[config.mk]
export PLATFORM = sky130hd
export DESIGN_NAME = dram_ctrl
export DESIGN_NICKNAME = d
export VERILOG_FILES = /design/src/rtl/dram_ctrl_pkg.sv /design/src/rtl/dram_timer.sv /design/src/rtl/dram_ctrl.sv
export SDC_FILE = /design/constraint.sdc
export NUM_CORES = 1
export LEC_CHECK = 0
export CORE_ASPECT_RATIO = 0.75
export CORE_MARGIN = 4
export CORE_UTILIZATION = 36
export CTS_CLUSTER_SIZE = 20
export DETAILED_ROUTE_END_ITERATION = 8
export PLACE_DENSITY_LB_ADDON = 0.1
export SLEW_MARGIN = 20
export SYNTH_ARGS = -nofsm -noshare
export SYNTH_HDL_FRONTEND = slang
export SYNTH_SLANG_ARGS = --single-unit
[constraint.sdc]
create_clock -name ACLK -period 2.4 [get_ports ACLK]
set_input_delay 0.72 -clock ACLK [delete_from_list [all_inputs] [get_ports ACLK]]
set_output_delay 0.72 -clock ACLK [all_outputs]
set_load 0.05 [all_outputs]
[src/rtl/dram_ctrl_pkg.sv]
// Shared types and constants for the single-bank DRAM controller: FSM states,
// command pin encoding and default timing.
package dram_ctrl_pkg;

  localparam int unsigned DefTRp  = 5;
  localparam int unsigned DefTRcd = 5;
  localparam int unsigned DefTCl  = 5;
  localparam int unsigned DefTWr  = 5;

  typedef enum logic [2:0] {
    StIdle,
    StPre,
    StPreWait,
    StAct,
    StActWait,
    StCol,
    StColWait,
    StDone
  } state_e;

  typedef enum logic [2:0] {
    CmdNop,
    CmdPre,
    CmdAct,
    CmdRd,
    CmdWr
  } cmd_e;

  typedef struct packed {
    logic cs_n;
    logic ras_n;
    logic cas_n;
  } cmd_pins_t;

  function automatic cmd_pins_t cmd_pins(cmd_e cmd);
    cmd_pins_t pins;
    case (cmd)
      CmdPre, CmdAct: pins = '{cs_n: 1'b0, ras_n: 1'b0, cas_n: 1'b1};
      CmdRd, CmdWr:   pins = '{cs_n: 1'b0, ras_n: 1'b1, cas_n: 1'b0};
      default:        pins = '{cs_n: 1'b1, ras_n: 1'b1, cas_n: 1'b1};
    endcase
    return pins;
  endfunction

  // A wait state lasts t-1 cycles; the timer counts load value down to 0 inclusive.
  function automatic logic [2:0] wait_load(int unsigned t);
    return (t >= 2) ? 3'(t - 2) : 3'd0;
  endfunction

endpackage

[src/rtl/dram_timer.sv]
// Loadable 3-bit down-counter that saturates at zero; done flags a zero count.
module dram_timer (
  input  logic       ACLK,
  input  logic       ARESET,
  input  logic       load_i,
  input  logic [2:0] load_val_i,
  output logic       done_o
);

  logic [2:0] cnt_q;

  always_ff @(posedge ACLK) begin
    if (ARESET) begin
      cnt_q <= 3'd0;
    end else if (load_i) begin
      cnt_q <= load_val_i;
    end else if (cnt_q != 3'd0) begin
      cnt_q <= cnt_q - 3'd1;
    end
  end

  assign done_o = (cnt_q == 3'd0);

endmodule

[src/rtl/dram_ctrl.sv]
// Single-bank open-page DRAM controller: one request at a time, exact command
// spacing, one-cycle completion pulse.
module dram_ctrl
  import dram_ctrl_pkg::*;
#(
  parameter int unsigned T_RP  = DefTRp,
  parameter int unsigned T_RCD = DefTRcd,
  parameter int unsigned T_CL  = DefTCl,
  parameter int unsigned T_WR  = DefTWr
) (
  input  logic        ACLK,
  input  logic        ARESET,
  input  logic        req_valid,
  output logic        req_ready,
  input  logic        req_write,
  input  logic [31:0] req_addr,
  input  logic [31:0] req_wdata,
  input  logic [3:0]  req_wstrb,
  output logic        resp_valid,
  output logic [31:0] resp_rdata,
  output logic        CSn,
  output logic        RASn,
  output logic        CASn,
  output logic [3:0]  WEn,
  output logic [10:0] A,
  output logic [31:0] D,
  input  logic [31:0] Q
);

  state_e      state_q, state_d;
  logic        open_valid_q;
  logic [10:0] open_row_q;
  logic [10:0] row_q;
  logic [9:0]  col_q;
  logic        write_q;
  logic [31:0] wdata_q;
  logic [3:0]  wstrb_q;
  logic        accept;
  logic        timer_load;
  logic [2:0]  timer_val;
  logic        timer_done;
  cmd_e        cmd;
  cmd_pins_t   pins;
  logic        unused_addr;

  assign unused_addr = ^{req_addr[31:23], req_addr[1:0]};

  dram_timer u_timer (
    .ACLK       (ACLK),
    .ARESET     (ARESET),
    .load_i     (timer_load),
    .load_val_i (timer_val),
    .done_o     (timer_done)
  );

  always_comb begin
    state_d    = state_q;
    accept     = 1'b0;
    timer_load = 1'b0;
    timer_val  = 3'd0;
    case (state_q)
      StIdle: begin
        if (req_valid) begin
          accept  = 1'b1;
          state_d = (open_valid_q && (req_addr[22:12] == open_row_q)) ? StCol : StPre;
        end
      end
      StPre: begin
        timer_load = 1'b1;
        timer_val  = wait_load(T_RP);
        state_d    = (T_RP == 1) ? StAct : StPreWait;
      end
      StPreWait: if (timer_done) state_d = StAct;
      StAct: begin
        timer_load = 1'b1;
        timer_val  = wait_load(T_RCD);
        state_d    = (T_RCD == 1) ? StCol : StActWait;
      end
      StActWait: if (timer_done) state_d = StCol;
      StCol: begin
        timer_load = 1'b1;
        if (write_q) begin
          timer_val = wait_load(T_WR);
          state_d   = (T_WR == 1) ? StDone : StColWait;
        end else begin
          timer_val = wait_load(T_CL);
          state_d   = (T_CL == 1) ? StDone : StColWait;
        end
      end
      StColWait: if (timer_done) state_d = StDone;
      default:   state_d = StIdle;
    endcase
  end

  always_ff @(posedge ACLK) begin
    if (ARESET) begin
      state_q      <= StIdle;
      open_valid_q <= 1'b0;
      open_row_q   <= 11'd0;
      row_q        <= 11'd0;
      col_q        <= 10'd0;
      write_q      <= 1'b0;
      wdata_q      <= 32'd0;
      wstrb_q      <= 4'd0;
    end else begin
      state_q <= state_d;
      if (accept) begin
        row_q   <= req_addr[22:12];
        col_q   <= req_addr[11:2];
        write_q <= req_write;
        wdata_q <= req_wdata;
        wstrb_q <= req_wstrb;
      end
      if (state_q == StAct) begin
        open_valid_q <= 1'b1;
        open_row_q   <= row_q;
      end
    end
  end

  // Outputs are gated by ARESET so the pins are quiet for the whole reset cycle.
  always_comb begin
    cmd        = CmdNop;
    WEn        = 4'hF;
    A          = 11'd0;
    D          = 32'd0;
    req_ready  = 1'b0;
    resp_valid = 1'b0;
    resp_rdata = 32'd0;
    if (!ARESET) begin
      case (state_q)
        StIdle: req_ready = 1'b1;
        StPre: begin
          cmd = CmdPre;
          WEn = 4'h0;
          A   = open_row_q;
        end
        StAct: begin
          cmd = CmdAct;
          A   = row_q;
        end
        StCol: begin
          A = {1'b0, col_q};
          if (write_q) begin
            cmd = CmdWr;
            WEn = ~wstrb_q;
            D   = wdata_q;
          end else begin
            cmd = CmdRd;
          end
        end
        StDone: begin
          resp_valid = 1'b1;
          resp_rdata = write_q ? 32'd0 : Q;
        end
        default: ;
      endcase
    end
  end

  assign pins = cmd_pins(cmd);
  assign CSn  = pins.cs_n;
  assign RASn = pins.ras_n;
  assign CASn = pins.cas_n;

endmodule

==> impl_metrics.toml <==
[pwr]
switchingPower_w = 0.00110
combPwrFrac = 0.248
p_total_w = 0.00381
peakVddDrop_mv = 0.397
power_density_nw_per_um2 = 537
cellLeakagePower_nw = 2.73
p_int_w = 0.00271
clkPwrFrac = 0.361
swShare = 0.289
seqPwrFrac = 0.392

[setup_path]
arrival_ns = 1.76
crit_path_frequent_cell = "buf_12"
crit_end = "D[0]"
crit_start = "ARESET"
cp_slowest_cell = "and3_4"
critical_path.endpoint_type = "primary output"
r2r_start = "state_q[1]"
r2r_cells = 7
worstPathCellList = "buf_6 -> nand2b_4 -> nor2_4 -> and3_4 -> buf_12 -> and2_2 -> buf_12"
reg2reg_slack_ns = 0.74
worstPathRequired_ns = 1.68
critPathKind = "primary input to primary output"
slowest_delay_ns = 0.21
reg2reg_to = "wdata_q[7]"
crit_fanout = 22
critical_path.startpoint_type = "primary input"

[status]
run_status = "complete, but fails checks"
violations = "setup timing"

[cts]
cts_made_buffers = 9
clkTransAtPathRegs_ns = 0.06
cts_max_level = 3
cts_tree = "yes"
cts.sinks = 76
clk_latency_ns = 0.33
hold_buffers = 0
cts_root_buffer = "clkbuf_16"
max-clock-path-buffers = 2

[place]
place_area_um2 = 6620
dp_hpwl_um = 9100
dp.cells = 786
gp_congestion = 0.744
port_buffers = 176

[global_route]
met3_usage = 0.0588
grt_busiest_layer = "met2"
antenna_found_initial = 0
grt_use_met2 = 0.346
met1_usage = 0.253
gr-total-overflow = 0
grt_pass1_vias = 3848
grt_max_degree = 77
grt_pass1_wl_um = 19700
track_usage = 0.206

[routing]
dr.pass1.iters = 5
wl_um = 12500
drc_errors = 0
wl_per_cell_um = 15.5
drt_iter0_markers = 203
drtAntennaViolNets = 0
num_vias = 3868
via_per_inst = 4.79

[floorplan]
core_um2 = 9850
rows = 31
die_area_um2 = 12000
die-width_um = 125
boundaryPins = 188
die_h_um = 96.0
start_util = 0.378

[sta]
rsz0062_at_grt = "true"
worstMarginPinSlew_ns = 0.826
whs_ns = 0.451
fin_crit_sh = 1.03
max_freq_mhz = 403
maxSlewViolCount = 0
slew_headroom = 0.450
fin_crit_ns = 2.48
setup_viol = 53
skew_ns = 0.00373
setup_slack_ns = -0.0830
hold_violations = 0

[finish]
n_antenna_cell = 0
post-route-util = 0.720
syn2layout_area_growth_pct = 90.8
drive_above_1_share = 0.325
nNetsFinal = 777
final_cell_area_um2 = 7100
fin_cells = 808

[logic_synthesis]
synth_nets = 604
synthTopCellsByArea = "dfxtp_1 (41%), nand2_1 (17%), and2_1 (13%)"
netlist_instances = 498
synth-seq-cells = 76
synthesis.area_um2 = 3720
synth-seq-area-share = 0.409
synth_top_flop_cell = "dfxtp_1"
synth_top_area_share = 0.409
synth_edf_count = 0
synth_top_area_cell = "dfxtp_1"
ys_warn_count = 0
async_flop_share = 0
synth.avg_cell_area_um2 = 7.47
synth_cell_type_count = 33

[hold_path]
hold_path_class = "register to register"

[flow_run]
max-cap-violations = 0
-- kinds of logic after synthesis --
group / count (synthesis) / synth area share
AO/OA/AOI/OAI: 86 / 0.126
XOR/XNOR: 14 / 0.0330
adder cells (fa/ha/maj): 2 / 0.00673
buffers and inverters: 42 / 0.0605
flip-flops: 76 / 0.409
multiplexers: 11 / 0.0296
AND/OR/NAND/NOR: 267 / 0.335
-- through the flow --
| step | TNS (ns) | setup slack [ns] |
|---|---|---|
| final | -3.10 | -0.0830 |
| after global routing | -6.55 | -0.139 |
| after CTS | -3.04 | -0.0869 |
| after detailed placement | -5.11 | -0.113 |
| after global placement | -4.63 | -0.0948 |
| after floorplan | -1.33 | -0.0540 |
-- power groups by stage --
stage / clock network (W) / registers, W / logic (W)
floorplan: 0 / 0.00149 / 0.000582
global placement: 0 / 0.00151 / 0.000894
detailed placement: 0 / 0.00152 / 0.000920
CTS: 0.00141 / 0.00149 / 0.000939
global route: 0.00147 / 0.00151 / 0.00105
finish: 0.00137 / 0.00149 / 0.000944
-- cells in the final DEF (no fill, tap or decap), types with 2 or more instances in the layout --
cell and instances:
nand2_1 165, a21oi_1 67, and2_2 3, clkinvlp_4 2, dfxtp_1 75, buf_12 86, xor2_1 5, mux2i_1 10
nand4_1 2, buf_4 12, o22ai_1 10, a21oi_2 5, xnor2_1 9, nor2_4 3, nor2_1 8, clkdlybuf4s50_1 91
clkbuf_16 10, ha_1 2, and2_4 72, nand2_2 2, buf_6 10, inv_1 3, clkbuf_8 2
-- registers in the layout (all words and copies together) (netlist names) --
register and cells:
wdata_q 32, open_row_q 11, row_q 11, col_q 10, wstrb_q 4, state_q 3
u_timer.cnt_q 3, open_valid_q 1, write_q 1
-- layer usage --
metal	vias up	part of all wire
li1	1939	-
met1	1806	0.42
met2	105	0.52
met3	18	0.045
met4	0	0.014
met5	-	0
-- worst max-delay path: cells and delay by family --
kind,cells,cell delay (ns)
AND/OR/NAND/NOR,4,0.65
buffers and inverters,3,0.38
-- worst min-delay path by stage --
stage,endpoint,slack [ns],start,depth (start not counted)
after detailed placement,wdata_q[0],0.44,wdata_q[0],2
after global routing,col_q[3],0.48,col_q[3],2
after CTS,wdata_q[0],0.45,wdata_q[0],2
after global placement,wdata_q[0],0.44,wdata_q[0],2
after floorplan,wdata_q[0],0.43,wdata_q[0],2
final,wdata_q[0],0.45,wdata_q[0],2
-- cells in the mapped netlist, drive strengths merged (3+ instances only) --
cell and n:
nor3 3, o22ai 10, mux2i 11, buf 22
a21oi 72, and2 75, clkbuf 17, nor2 11
inv 3, dfxtp 76, nand2 167, xnor2 9
xor2 5
-- layout make-up --
cell class | count | area [um2]
Multi-Input combinational cell | 380 | 2210
Tap cell | 132 | 165
Clock inverter | 5 | 58.8
Fill cell | 744 | 2750
Timing Repair Buffer | 201 | 2880
Sequential cell | 76 | 1530
Clock buffer | 11 | 253
Inverter | 3 | 11.3
-- timing repair --
item | 4_1_cts | 5_1_grt
buffers inserted | 2 | 0
endpoints found under the setup margin | 75 | 76
cloned | 2 | 2
resized for setup | 30 | 8
pin swaps | 9 | 12
hold endpoints to repair | 0 | 0
(Power assumes the default switching activity.)
